File: src/rtl/regfile_wb_arbiter.sv
// Write-back arbiter for the register file write port. ALU results take priority; load results wait in a small FIFO.
// Define WB_ARB_BYPASS_EN to drive the rs1/rs2 forwarding outputs; otherwise those outputs are tied to 0.
module regfile_wb_arbiter #(
    parameter int n       = 32,
    parameter int address = 5,
    parameter int depth   = 4
) (
    input  logic                         clk_i,
    input  logic                         rst_i,
    input  logic                         alu_wr_i,
    input  logic [address-1:0]           alu_addr_i,
    input  logic [n-1:0]                 alu_data_i,
    output logic                         alu_stall_o,
    input  logic                         lsu_valid_i,
    output logic                         lsu_ready_o,
    input  logic [address-1:0]           lsu_addr_i,
    input  logic [n-1:0]                 lsu_data_i,
    output logic                         rd_wr_o,
    output logic [address-1:0]           rd_addr_o,
    output logic [n-1:0]                 rd_data_o,
    output logic [$clog2(depth+1)-1:0]   count_o,
    input  logic [address-1:0]           rs1_addr_i,
    input  logic [address-1:0]           rs2_addr_i,
    output logic                         rs1_fwd_o,
    output logic                         rs2_fwd_o,
    output logic [n-1:0]                 rs1_fwd_data_o,
    output logic [n-1:0]                 rs2_fwd_data_o
);

    localparam int PW = $clog2(depth);
    localparam int CW = $clog2(depth+1);

    logic [address-1:0] fifo_addr_mem [depth];
    logic [n-1:0]       fifo_data_mem [depth];

    logic [PW-1:0] head_reg, tail_reg;
    logic [CW-1:0] count_reg;
    logic [depth-1:0] hit_vec;

    logic fifo_full, fifo_empty, alu_take, pop, push;

    // An ALU write must not overtake a queued load to the same register.
    generate
        for (genvar gi = 0; gi < depth; gi++) begin : g_hit
            logic [PW-1:0] offset;
            assign offset      = PW'(gi) - head_reg;
            assign hit_vec[gi] = (CW'(offset) < count_reg) && (fifo_addr_mem[gi] == alu_addr_i);
        end
    endgenerate

    assign fifo_full   = (count_reg == CW'(depth));
    assign fifo_empty  = (count_reg == '0);
    assign lsu_ready_o = !rst_i && !fifo_full;
    assign alu_stall_o = alu_wr_i && (fifo_full || (|hit_vec));
    assign alu_take    = alu_wr_i && !alu_stall_o && (alu_addr_i != '0);
    assign pop         = !alu_take && !fifo_empty;
    // Loads to x0 are handshaken but never stored.
    assign push        = lsu_valid_i && lsu_ready_o && (lsu_addr_i != '0);
    assign count_o     = count_reg;

    always_ff @(posedge clk_i) begin
        if (push) begin
            fifo_addr_mem[tail_reg] <= lsu_addr_i;
            fifo_data_mem[tail_reg] <= lsu_data_i;
        end
    end

    always_ff @(posedge clk_i or posedge rst_i) begin
        if (rst_i) begin
            head_reg  <= '0;
            tail_reg  <= '0;
            count_reg <= '0;
            rd_wr_o   <= 1'b0;
            rd_addr_o <= '0;
            rd_data_o <= '0;
        end else begin
            if (push) tail_reg <= tail_reg + 1'b1;
            if (pop)  head_reg <= head_reg + 1'b1;
            if (push && !pop)
                count_reg <= count_reg + 1'b1;
            else if (pop && !push)
                count_reg <= count_reg - 1'b1;

            if (alu_take) begin
                rd_wr_o   <= 1'b1;
                rd_addr_o <= alu_addr_i;
                rd_data_o <= alu_data_i;
            end else if (pop) begin
                rd_wr_o   <= 1'b1;
                rd_addr_o <= fifo_addr_mem[head_reg];
                rd_data_o <= fifo_data_mem[head_reg];
            end else begin
                rd_wr_o   <= 1'b0;
            end
        end
    end

`ifdef WB_ARB_BYPASS_EN
    // Covers the cycle where the register file still returns the pre-write value.
    always_comb begin
        rs1_fwd_o      = rd_wr_o && (rd_addr_o == rs1_addr_i) && (rs1_addr_i != '0);
        rs2_fwd_o      = rd_wr_o && (rd_addr_o == rs2_addr_i) && (rs2_addr_i != '0);
        rs1_fwd_data_o = rs1_fwd_o ? rd_data_o : '0;
        rs2_fwd_data_o = rs2_fwd_o ? rd_data_o : '0;
    end
`else
    logic unused_rs;
    assign unused_rs      = ^{rs1_addr_i, rs2_addr_i};
    assign rs1_fwd_o      = 1'b0;
    assign rs2_fwd_o      = 1'b0;
    assign rs1_fwd_data_o = '0;
    assign rs2_fwd_data_o = '0;
`endif

endmodule

File: config.mk
export PLATFORM = sky130hd
export DESIGN_NAME = regfile_wb_arbiter
export DESIGN_NICKNAME = d
export VERILOG_FILES = /design/src/rtl/regfile_wb_arbiter.sv
export SDC_FILE = /design/constraint.sdc
export NUM_CORES = 1
export LEC_CHECK = 0
export ABC_AREA = 1
export CAP_MARGIN = 20
export CORE_MARGIN = 5
export CORE_UTILIZATION = 50
export CTS_CLUSTER_DIAMETER = 120
export DETAILED_ROUTE_END_ITERATION = 6
export PLACE_DENSITY = 0.82
export SLEW_MARGIN = 20
export SYNTH_ARGS = -nofsm -noshare
export SYNTH_HDL_FRONTEND = slang
export SYNTH_SLANG_ARGS = --single-unit
File: constraint.sdc
create_clock -name clk_i -period 3.8 [get_ports clk_i]
set_input_delay 0.38 -clock clk_i [delete_from_list [all_inputs] [get_ports clk_i]]
set_output_delay 0.38 -clock clk_i [all_outputs]
set_load 0.02 [all_outputs]
==> qor.csv, run 1 <==
stage,metric,value,unit
run_status,outcome,"finished, final reports clean",
die,CORE AREA,17100,um2
global_routing,initial antenna violation count,1,
clock_tree,Inserted Clock Buffers,17,
timing,final hold vios,0,
routing,DRC errors left,0,
clock_tree,Clock Path Buffers,2,
power,switch share,36.8,%
global_routing,number of global-route vias before repair,5838,
layout,max FFs per register,128,
clock_tree,Post-CTS Hold Fix Bufs,0,
power,P_sw,2780,uW
global_routing,largest net degree at the start of global routing,78,
placed_design,# port buffers,120,
job,max cap viols,0,
worst_setup_path,reg2reg setup slack,860,ps
layout,share of layout cells above drive strength 1,6.69,%
worst_setup_path,worst path required time,3420,ps
worst_hold_path,Worst Hold Class,input port to async pin,
power,VDD IR max,386,uV
power,Comb power frac,37.9,%
power,total power,7550,uW
die,FP Rows,48,
layout,Final Cell Area,10400,um2
layout,area taken by multi-input logic gates,2480,um2
worst_setup_path,Setup crit start kind,flop,
logic_synthesis,"FF+latch count, synth",193,
clock_tree,clock edge transition at the registers on the reported setup and hold paths,70,ps
power,Power Internal,4780,uW
routing,DRT Wirelength,19700,um
power,P per Cell Area,728,nW/um2
timing,Worst-Margin Slew,1090,ps
routing,vias,5894,
worst_setup_path,kind of critical path,flop to output pin,
die,initial core utilization,50.3,%
placed_design,placed cells,1060,
clock_tree,postcts setup bufs,0,
die,die area,19900,um2
layout,Layout area overhead,20.6,%
timing,final period utilization,87.1,%
layout,filler cell count,1304,
worst_setup_path,Worst R2R End,count_o[2],
timing,Setup Viol. Count Final,0,
routing,Initial DRT Pass Iterations,5,
layout,Ant. Diodes,0,
worst_setup_path,Critical Path End Type,output pin,
layout,Register Area,5570,um2
layout,Largest Register,fifo_data_mem,
clock_tree,H-Tree Depth,4,
worst_setup_path,CP max FO,11,
worst_setup_path,Worst Path Arrival,2930,ps
die,DIE WIDTH,141,um
worst_setup_path,R2R cell count,20,
timing,post-route setup TNS,0,ps
timing,FMAX,0.302,GHz
logic_synthesis,sequential share of the synthesized area,64.7,%
logic_synthesis,Synth Area per Inst,11.5,um2
clock_tree,Resized cells post-CTS,0,
clock_tree,CTS tree,done,
routing,initial DRC count,339,
logic_synthesis,synthesized cell area,8610,um2
routing,Vias/cell,5.40,
timing,clk_skew,10.6,ps
clock_tree,clock root buffer,clkbuf_16,
routing,average wire per standard cell,18.0,um
power,Reg power frac,38.5,%
layout,final non-filler cell total,1092,
die,Die Y,141,um
global_routing,GRT Util Overall,19.9,%
clock_tree,clk sinks,193,
clock_tree,clk_lat worst skew,430,ps
power,LEAKAGE,0.00393,uW
placed_design,HPWL Detailed,12000,um
logic_synthesis,Syn. warnings,0,
routing,post-route ant nets,0,
timing,RSZ-0062 raised after global routing,no,
placed_design,area of placed instances,9790,um2
timing,Slew headroom,27.4,%
power,Clock Power Share,23.6,%
worst_setup_path,R2R Path Start,head_reg[1],
die,I/O pin cnt,197,
logic_synthesis,synth unique cells,29,
layout,net count reported at finish,952,
layout,top flop regs,"fifo_data_mem: 128 flops, rd_data_o: 32 flops, fifo_addr_mem: 20 flops",
logic_synthesis,Post-Synthesis Cells,750,
global_routing,grt ovf,0,
timing,fin crit period,3310,ps
placed_design,GP Congestion,0.857,
timing,final slew viol count,0,
global_routing,first-pass GRT wire length,30500,um
==> power groups by stage <==
stage	logic, uW	clock network [uW]	registers, uW
floorplan	1600	0	3170
global placement	2800	0	2940
detailed placement	2870	0	2950
CTS	2880	1800	2910
global route	3120	1890	2960
finish	2860	1780	2910
==> synth_stat cells (all sizes together) <==
| cell | n | area [um2] |
|---|---|---|
| a21boi | 1 | 7.51 |
| nor2 | 27 | 116 |
| clkbuf | 21 | 78.8 |
| nor3b | 1 | 7.51 |
| dfrtp | 45 | 1130 |
| edfxtp | 148 | 4440 |
| o221ai | 3 | 26.3 |
| ha | 9 | 113 |
| o211ai | 2 | 15.0 |
| nor3 | 4 | 20.0 |
| inv | 32 | 120 |
| nand3 | 163 | 821 |
| xor2 | 4 | 35.0 |
| conb | 1 | 3.75 |
| xnor2 | 10 | 87.6 |
| a21oi | 3 | 15.0 |
| fa | 1 | 20.0 |
| buf | 90 | 649 |
| nand2 | 121 | 454 |
| o21ai | 1 | 5.00 |
| a22oi | 37 | 278 |
| a31oi | 26 | 163 |
==> metrics by stage <==
step                      setup WS (ps)  hold slack (ps)  utilization (%)
after floorplan                     286              479                -
after CTS                           447              411             60.6
final                               490              394             60.6
after global placement              848              490             57.2
after global routing                323              470             60.6
after detailed placement            813              497             57.2
==> final cells by class <==
class,count,area share (%)
Sequential cell,193,53.7
Clock buffer,18,4.14
Inverter,32,1.16
Multi-Input combinational cell,479,23.9
Timing Repair Buffer,131,12.9
Tap cell,225,2.71
Clock inverter,14,1.56
==> kinds of logic after synthesis <==
family	share of synthesized area [%]
adder cells (fa/ha/maj)	1.54
flip-flops	64.7
AO/OA/AOI/OAI	5.92
XOR/XNOR	1.42
other	0.0436
AND/OR/NAND/NOR	16.5
buffers and inverters	9.86
==> placed cells by master, fill, tap and decap left out, types with 3 or more instances in the layout <==
master,Yosys,final
edfxtp_1,148,148
bufinv_16,0,3
clkinv_1,0,3
a22oi_1,37,37
inv_1,26,25
conb_1,1,66
clkdlybuf4s50_1,0,120
buf_4,75,7
buf_12,0,4
clkinv_2,0,3
dfrtp_1,45,43
inv_2,6,7
a21oi_1,3,3
nor2_1,23,19
nor3_1,4,3
nand2_1,121,121
a31oi_1,26,26
nor2_4,1,6
xor2_1,4,4
xnor2_1,10,10
ha_1,9,9
o221ai_1,3,3
nand3_1,162,162
clkbuf_16,0,17
==> worst max-delay path, cell delays in order (launching register included) <==
cell and delay [ps]:
dfrtp_2 500, nand2_1 220, nand2_1 150, inv_1 50, ha_1 260, a21oi_1 150
nor2_1 50, nor2_1 130, nor2_2 70, a21boi_0 250, clkdlybuf4s50_1 660
==> how the worst max path moves through the flow <==
stage	endpoint	slack, ps	cells after the start	from
floorplan	fifo_addr_mem[0][0]	290	7	count_o[2]
global placement	alu_stall_o	850	10	alu_addr_i[1]
detailed placement	alu_stall_o	810	10	alu_addr_i[1]
CTS	alu_stall_o	450	13	head_reg[1]
global route	alu_stall_o	320	13	head_reg[1]
finish	alu_stall_o	490	10	head_reg[1]
==> layer usage <==
metal	vias up	GRT usage, %	part of all wire (%)
li1	2746	-	-
met1	2836	24.3	39
met2	278	34.8	50
met3	32	4.68	9.1
met4	2	6.78	1.9
met5	-	0	0.036
Power figures use the tool's default switching activity.
==> run 2: changes to the inputs <==
- CTS_CLUSTER_SIZE: unset -> 20
==> results of run 2 <==
Same layout as run 1: the final DEF is identical, and so are final timing and power.
